**src/rtl/sample_delta_encoder_if.sv**
```systemverilog
// rtl/sample_delta_encoder_if.sv - session control, raw channel input and encoded sample output bundle
interface sample_delta_encoder_if #(
    parameter int CHANNEL   = 16,
    parameter int DATA_BITS = 16
);
    logic                          start_req;
    logic                          stop_req;
    logic [31:0]                   sample_limit;
    logic [DATA_BITS*CHANNEL-1:0]  raw_data;
    logic                          begin_of_sample;
    logic                          sample_running;
    logic [DATA_BITS*CHANNEL-1:0]  data_compressed;
    logic [CHANNEL-1:0]            diff_bitset;
    logic [31:0]                   sample_count;

    modport master (
        output start_req, stop_req, sample_limit, raw_data,
        input  begin_of_sample, sample_running, data_compressed, diff_bitset, sample_count
    );

    modport slave (
        input  start_req, stop_req, sample_limit, raw_data,
        output begin_of_sample, sample_running, data_compressed, diff_bitset, sample_count
    );
endinterface

```
**src/rtl/sample_delta_encoder.sv**
```systemverilog
// rtl/sample_delta_encoder.sv - capture session FSM with per-channel change bitset and packed delta values
module sample_delta_encoder #(
    parameter int CHANNEL           = 16,
    parameter int DATA_BITS         = 16,
    parameter int KEYFRAME_INTERVAL = 256,
    parameter int ARM_CYCLES        = 8
) (
    input  logic                    sample_clk,
    input  logic                    tx_clock_rst_n,
    sample_delta_encoder_if.slave   bus
);
    localparam int W     = DATA_BITS * CHANNEL;
    localparam int KF_W  = (KEYFRAME_INTERVAL > 2) ? $clog2(KEYFRAME_INTERVAL) : 1;
    localparam int ARM_W = (ARM_CYCLES > 1) ? $clog2(ARM_CYCLES) : 1;

    typedef enum logic [1:0] {IDLE, ARM, RUN} state_t;

    state_t             state_q, state_d;
    logic [W-1:0]       raw_q, prev_q;
    logic [KF_W-1:0]    kf_cnt_q;
    logic               first_q;
    logic [ARM_W-1:0]   arm_cnt_q;
    logic [31:0]        limit_q;
    logic               bos_q, running_q;
    logic [W-1:0]       data_q;
    logic [CHANNEL-1:0] diff_q;
    logic [31:0]        count_q;

    logic               limit_hit;
    logic               arm_entry;
    logic               keyframe;
    logic [CHANNEL-1:0] diff_d;
    logic [W-1:0]       data_d;

    // Session ends on the edge that emits the limit-th sample, so exactly N samples go out.
    assign limit_hit = (limit_q != 32'd0) && (({1'b0, count_q} + 33'd1) == {1'b0, limit_q});
    assign arm_entry = (state_q == IDLE) && (state_d == ARM);
    assign keyframe  = first_q || (kf_cnt_q == KF_W'(KEYFRAME_INTERVAL - 1));

    always_ff @(posedge sample_clk or negedge tx_clock_rst_n) begin
        if (!tx_clock_rst_n) begin
            state_q <= IDLE;
        end else begin
            state_q <= state_d;
        end
    end

    always_comb begin
        state_d = state_q;
        unique case (state_q)
            IDLE: if (bus.start_req && !bus.stop_req) state_d = ARM;
            ARM: begin
                if (bus.stop_req)                                state_d = IDLE;
                else if (arm_cnt_q == ARM_W'(ARM_CYCLES - 1))    state_d = RUN;
            end
            RUN: if (bus.stop_req || limit_hit) state_d = IDLE;
            default: state_d = IDLE;
        endcase
    end

    // Changed channels are compacted toward slot 0 in ascending channel order.
    always_comb begin
        int unsigned k;
        diff_d = '0;
        data_d = '0;
        k      = 0;
        for (int c = 0; c < CHANNEL; c++) begin
            diff_d[c] = keyframe || (raw_q[c*DATA_BITS +: DATA_BITS] != prev_q[c*DATA_BITS +: DATA_BITS]);
            if (diff_d[c]) begin
                data_d[k*DATA_BITS +: DATA_BITS] = raw_q[c*DATA_BITS +: DATA_BITS];
                k = k + 1;
            end
        end
    end

    always_ff @(posedge sample_clk or negedge tx_clock_rst_n) begin
        if (!tx_clock_rst_n) begin
            raw_q     <= '0;
            prev_q    <= '0;
            kf_cnt_q  <= '0;
            first_q   <= 1'b0;
            arm_cnt_q <= '0;
            limit_q   <= '0;
            bos_q     <= 1'b0;
            running_q <= 1'b0;
            data_q    <= '0;
            diff_q    <= '0;
            count_q   <= '0;
        end else begin
            raw_q     <= bus.raw_data;
            bos_q     <= (state_d == ARM);
            arm_cnt_q <= (state_q == ARM) ? arm_cnt_q + 1'b1 : '0;
            if (arm_entry) begin
                count_q <= '0;
                limit_q <= bus.sample_limit;
                first_q <= 1'b1;
            end
            if (state_q == RUN) begin
                running_q <= 1'b1;
                diff_q    <= diff_d;
                data_q    <= data_d;
                prev_q    <= raw_q;
                first_q   <= 1'b0;
                kf_cnt_q  <= keyframe ? '0 : kf_cnt_q + 1'b1;
                if (count_q != 32'hFFFF_FFFF) count_q <= count_q + 32'd1;
            end else begin
                running_q <= 1'b0;
                diff_q    <= '0;
                data_q    <= '0;
            end
        end
    end

    assign bus.begin_of_sample = bos_q;
    assign bus.sample_running  = running_q;
    assign bus.data_compressed = data_q;
    assign bus.diff_bitset     = diff_q;
    assign bus.sample_count    = count_q;
endmodule

```
**src/flat_wrapper.sv**
```systemverilog
// flat-port wrapper written by rule: the top's interface ports become plain ports
module sample_delta_encoder_flat 
#(
    parameter int CHANNEL           = 16,
    parameter int DATA_BITS         = 16,
    parameter int KEYFRAME_INTERVAL = 256,
    parameter int ARM_CYCLES        = 8
)
  (sample_clk, tx_clock_rst_n, bus_start_req, bus_stop_req, bus_sample_limit, bus_raw_data, bus_begin_of_sample, bus_sample_running, bus_data_compressed, bus_diff_bitset, bus_sample_count);
  sample_delta_encoder_if #(.CHANNEL(CHANNEL), .DATA_BITS(DATA_BITS)) bus_i ();
  input  logic sample_clk;
  input  logic tx_clock_rst_n;
  input wire logic [$bits(bus_i.start_req)-1:0] bus_start_req;
  input wire logic [$bits(bus_i.stop_req)-1:0] bus_stop_req;
  input wire logic [$bits(bus_i.sample_limit)-1:0] bus_sample_limit;
  input wire logic [$bits(bus_i.raw_data)-1:0] bus_raw_data;
  output wire logic [$bits(bus_i.begin_of_sample)-1:0] bus_begin_of_sample;
  output wire logic [$bits(bus_i.sample_running)-1:0] bus_sample_running;
  output wire logic [$bits(bus_i.data_compressed)-1:0] bus_data_compressed;
  output wire logic [$bits(bus_i.diff_bitset)-1:0] bus_diff_bitset;
  output wire logic [$bits(bus_i.sample_count)-1:0] bus_sample_count;
  assign bus_i.start_req = bus_start_req;
  assign bus_i.stop_req = bus_stop_req;
  assign bus_i.sample_limit = bus_sample_limit;
  assign bus_i.raw_data = bus_raw_data;
  assign bus_begin_of_sample = bus_i.begin_of_sample;
  assign bus_sample_running = bus_i.sample_running;
  assign bus_data_compressed = bus_i.data_compressed;
  assign bus_diff_bitset = bus_i.diff_bitset;
  assign bus_sample_count = bus_i.sample_count;
  sample_delta_encoder #(.CHANNEL(CHANNEL), .DATA_BITS(DATA_BITS), .KEYFRAME_INTERVAL(KEYFRAME_INTERVAL), .ARM_CYCLES(ARM_CYCLES)) u_core (.sample_clk(sample_clk), .tx_clock_rst_n(tx_clock_rst_n), .bus(bus_i));
endmodule
```
**config.mk**
```make
export PLATFORM = sky130hd
export DESIGN_NAME = sample_delta_encoder_flat
export DESIGN_NICKNAME = d
export VERILOG_FILES = /design/src/rtl/sample_delta_encoder_if.sv /design/src/rtl/sample_delta_encoder.sv /design/src/flat_wrapper.sv
export SDC_FILE = /design/constraint.sdc
export NUM_CORES = 2
export LEC_CHECK = 0
export CAP_MARGIN = 20
export CORE_ASPECT_RATIO = 1.75
export CORE_UTILIZATION = 40
export CTS_CLUSTER_DIAMETER = 150
export CTS_CLUSTER_SIZE = 10
export DETAILED_ROUTE_END_ITERATION = 10
export RECOVER_POWER = 25
export SLEW_MARGIN = 20
export SYNTH_ARGS = -nofsm -noshare
export SYNTH_HDL_FRONTEND = slang
export SYNTH_SLANG_ARGS = --single-unit
```
**constraint.sdc**
```tcl
create_clock -name sample_clk -period 16.8 [get_ports sample_clk]
set_clock_uncertainty 0.05 [all_clocks]
set_input_delay 2.52 -clock sample_clk [delete_from_list [all_inputs] [get_ports sample_clk]]
set_output_delay 2.52 -clock sample_clk [all_outputs]
set_load 0.01 [all_outputs]
```
==> results of run 1 <==
[layer usage]
layer	track usage [%]	GRT overflow
met1	75.86	18
met2	98.76	2305
met3	50.35	56
met4	82.56	1040
met5	11.17	10
[metrics by stage]
step / setup slack, ns / util [%] / hold slack, ns / area (um^2) / instances
after CTS: 0.1533 / 47.13 / 0.3912 / 81710 / 11840
after global placement: 0.4962 / 45.60 / 0.3693 / 79060 / 11740
after floorplan: 1.890 / - / 0.3591 / 70000 / 9416
after detailed placement: 0.2530 / 45.64 / 0.3828 / 79140 / 11740
[cell families after synthesis]
| group | share of synthesized area (%) |
|---|---|
| and+or+nand+nor | 23.22 |
| AOI/OAI and AO/OA | 30.99 |
| buffers and inverters | 5.902 |
| DFF | 30.90 |
| xor gates and xnor gates | 5.555 |
| muxes | 2.544 |
| adders and majority gates | 0.8868 |
| other | 0.01073 |
==> flow_summary_export.csv, run 1 <==
group,metric,value,unit
clock_network,clock_sink_count,864,
floorplan,rows,202,
logic_synthesis,synth-seq-area-share,30.90,%
logic_synthesis,ys_warn_count,0,
place,place_congestion,1.211,
clock_network,cts_buffers,96,
logic_synthesis,ys_ff_latch,864,
logic_synthesis,synthTopCellsByCount,"nand2_1, clkbuf_1, dfrtp_1",
clock_network,clock_path_buffers,3,
logic_synthesis,synth.avg_cell_area,7.437,um^2
logic_synthesis,synth_top_flop_cell,"dfrtp_1",
place,portBuffers,597,
status,haltStage,"global routing",
global_route,track_usage,75.88,%
logic_synthesis,synth_cells,9409,
logic_synthesis,synth_top_area_cell,"dfrtp_1",
clock_network,cts_setup_buffers,0,
floorplan,start_util,40.36,%
status,status,"did not finish",
status,error_line,"[ERROR GRT-0116] Global routing finished with congestion. Check the congestion regions in the DRC Viewer.",
clock_network,post_cts_resize_count,0,
global_route,grt_pass1_wl,996300,um
logic_synthesis,ys_async_sr_fraction,100.0,%
global_route,grt_start_max_net_pins,139,
clock_network,hold_buffers,0,
logic_synthesis,synth.most_common_cell,"nand2_1",
global_route,grt-ovfl-total,3429,
logic_synthesis,synthTopCellsByArea,"dfrtp_1, nand2_1, clkbuf_1, o21ai_0, a21oi_1",
clock_network,cts_root_buf,"clkbuf_16",
logic_synthesis,synth_area,69980,um^2
logic_synthesis,yosysUniqueCellTypes,122,
floorplan,die_y,555.3,um
place,hpwl,434500,um
floorplan,die_w,318.2,um
logic_synthesis,synth_top_area_share,30.90,%
global_route,grt_pass1_vias,102400,
clock_network,htree_levels,3,
logic_synthesis,synth-edff-count,0,
floorplan,io_pins,598,
==> inputs of run 2 (changes only) <==
--- a/config.mk
+++ b/config.mk
@@ -6,11 +6,9 @@
 export NUM_CORES = 2
 export LEC_CHECK = 0
 export CAP_MARGIN = 20
-export CORE_ASPECT_RATIO = 1.75
-export CORE_UTILIZATION = 40
-export CTS_CLUSTER_DIAMETER = 150
-export CTS_CLUSTER_SIZE = 10
+export CORE_UTILIZATION = 25
 export DETAILED_ROUTE_END_ITERATION = 10
+export PLACE_DENSITY_LB_ADDON = 0.15
 export RECOVER_POWER = 25
 export SLEW_MARGIN = 20
 export SYNTH_ARGS = -nofsm -noshare
==> run 2 against run 1 <==
  * The flow now finishes, with violations (capacitance limit, slew limit)
  * Synthesized cell count unchanged
  * Area after synthesis unchanged
==> flow_summary_export.csv, run 2 <==
group,metric,value,unit
place,place_inst,13190,
logic_synthesis,synth_top_area_share,30.90,%
detailed_routing,wl_per_cell,40.14,um
place,portBuffers,597,
status,violations,"capacitance limit, slew limit",
setup_path,regToRegSetupSlack,0.98,ns
logic_synthesis,yosysUniqueCellTypes,122,
setup_path,slowest_stage,"nor2_1",
logic_synthesis,synth-edff-count,0,
floorplan,io_pins,598,
floorplan,die_y,531.1,um
setup_path,cp_max_fo,41,
clock_network,clock_path_buffers,4,
layout,stdcell_count,13410,
floorplan,start_util,25.22,%
clock_network,post_cts_resize_count,0,
place,hpwl,428000,um
place,place_congestion,1.105,
logic_synthesis,synth_top_flop_cell,"dfrtp_1",
timing,final.setup.tns,0,ns
logic_synthesis,ys_async_sr_fraction,100.0,%
global_route,grt-ovfl-total,0,
timing,rsz0062_at_grt,"no",
layout,final_cell_mix,"nand2_1, dfrtp_1, o21ai_0",
global_route,grt_pass1_wl,708900,um
timing,fmax,63.22,MHz
logic_synthesis,synth_top_area_cell,"dfrtp_1",
logic_synthesis,synthTopCellsByArea,"dfrtp_1, nand2_1, clkbuf_1, o21ai_0, a21oi_1",
layout,fillerInstances,29760,
timing,finalSetupViolCount,0,
setup_path,endpoint_kind,"flop",
setup_path,crit_path_start_kind,"flop",
clock_network,cts.clk_slew.worst_paths,0.06,ns
layout,regArea,21620,um^2
layout,fin_area,84710,um^2
status,status,"finished, violations left",
layout,layout_commonest_cell,"nand2_1",
clock_network,clock_latency,0.89,ns
min_path,worst_hold_path_type,"flop to flop",
setup_path,slowest_delay,1.11,ns
detailed_routing,vias,82140,
pwr,vdd_drop_max,0.08204,mV
timing,finalHoldViolCount,0,
setup_path,criticalPathCategory,"flop to flop",
timing,fin_crit,15.82,ns
logic_synthesis,synth-seq-area-share,30.90,%
setup_path,crit_required,17.53,ns
detailed_routing,drt-pass1-iter-count,7,
job,cap_viol_max_count,9,
timing,whs,0.3850,ns
floorplan,die_area,282000,um^2
detailed_routing,ant_nets,0,
detailed_routing,vias_per_cell,6.125,
detailed_routing,wl,538300,um
place,place_area,80900,um^2
clock_network,clock_sink_count,864,
logic_synthesis,ys_warn_count,0,
logic_synthesis,synth.most_common_cell,"nand2_1",
timing,tightest_slew,4.494,ns
timing,finalCritPeriodShare,94.16,%
logic_synthesis,synth.avg_cell_area,7.437,um^2
detailed_routing,drc_errors,0,
layout,multi_input_area,44850,um^2
clock_network,cts_root_buf,"clkbuf_16",
layout,syn_to_final_growth,21.05,%
logic_synthesis,synth_cells,9409,
logic_synthesis,ys_ff_latch,864,
global_route,antenna_found_initial,26,
pwr,leakage,33.00,nW
timing,slew_headroom,-199.6,%
floorplan,core_area,277500,um^2
layout,final_layout_size_suffix_gt1_share,9.167,%
floorplan,rows,193,
global_route,track_usage,36.76,%
clock_network,cts_buffers,110,
setup_path,crit_arrival,16.54,ns
pwr,powerDensity,67.50,nW/um^2
logic_synthesis,synthTopCellsByCount,"nand2_1, clkbuf_1, dfrtp_1",
clock_network,htree_levels,3,
clock_network,hold_buffers,0,
logic_synthesis,synth_area,69980,um^2
setup_path,path_buf_inv,11,
detailed_routing,first_iter_violations,11400,
timing,finalMaxSlewViolations,462,
floorplan,die_w,531.1,um
clock_network,cts_tree,"done",
global_route,grt_pass1_vias,75470,
setup_path,critical-path-top-delay-family,"simple AND/OR/NAND/NOR gates",
clock_network,cts_setup_buffers,0,
global_route,grt_start_max_net_pins,152,
setup_path,crit_path_frequent_cell,"ha_1",
layout,nets,9944,
[run 2: cells by family (layout without fill, tap and decap cells)]
kind of cell               after synthesis  count (layout)  synth area share (%)
AOI/OAI and AO/OA                     3217            3217                 30.99
adders and majority gates               49              49                0.8868
DFF                                    864             864                 30.90
muxes                                  173             173                 2.544
buffers and inverters                 1063            1334                 5.902
xor gates and xnor gates               412             412                 5.555
and+or+nand+nor                       3629            3629                 23.22
other                                    2              26               0.01073
[run 2: stage by stage]
stage	power, mW	utilization, %	setup WS (ns)
after global placement	3.190	29.14	1.091
after detailed placement	3.188	29.16	1.484
after global routing	5.855	30.52	0.3090
after floorplan	2.638	-	1.890
after CTS	5.738	30.52	1.464
final	5.717	30.53	0.9819
[run 2: where the power goes]
group	internal [mW]	switching, mW	total, mW	leakage (nW)
clock	1.51	1.03	2.53	1.87
sequential	2.18	0.120	2.30	11.2
combinational	0.259	0.628	0.887	19.9
total	3.94	1.77	5.72	33.0
[run 2: layout make-up]
class                      instances  share of cell area [%]
sequential                       864                   25.52
inverter                          71                  0.3161
tap                             3705                   5.473
multi-input combinational       7489                   52.95
timing repair buffer            1067                   11.24
clock buffer                     136                   3.532
clock inverter                    60                  0.9173
antenna                           17                 0.05022
[run 2: path summary, 6_finish.rpt]
kind,start,to,depth (start not counted)
setup / recovery,u_core.kf_cnt_q[0]$_DFFE_PN0P_,u_core.bus.data_compressed[138]$_DFF_PN0_,63
hold / removal,u_core.arm_cnt_q[0]$_DFF_PN0_,u_core.arm_cnt_q[0]$_DFF_PN0_,1
setup reg to reg,u_core.kf_cnt_q[0]$_DFFE_PN0P_,u_core.bus.data_compressed[138]$_DFF_PN0_,63
hold reg to reg,u_core.arm_cnt_q[0]$_DFF_PN0_,u_core.arm_cnt_q[0]$_DFF_PN0_,1
max in group asynchronous,tx_clock_rst_n,u_core.prev_q[84]$_DFFE_PN0P_,5
min in group asynchronous,tx_clock_rst_n,u_core.bus.sample_count[4]$_DFF_PN0_,1
[run 2: worst register-to-register path: cells and delay by family (launching register included)]
| family | cells | cell delay (ns) |
|---|---|---|
| and+or+nand+nor | 16 | 4.37 |
| muxes | 4 | 0.98 |
| DFF | 1 | 0.42 |
| AOI/OAI and AO/OA | 18 | 3.99 |
| adders and majority gates | 14 | 4.25 |
| buffers and inverters | 11 | 1.71 |
[run 2: routing by layer]
layer / vias to the layer above / share of wire, % / GRT usage, %
met5: - / 0.020 / 0
met4: 20 / 9.7 / 29.29
met3: 1382 / 8.1 / 6.808
met2: 5323 / 42 / 55.10
met1: 40440 / 40 / 46.20
li1: 34970 / - / -
Power figures use the tool's default switching activity.
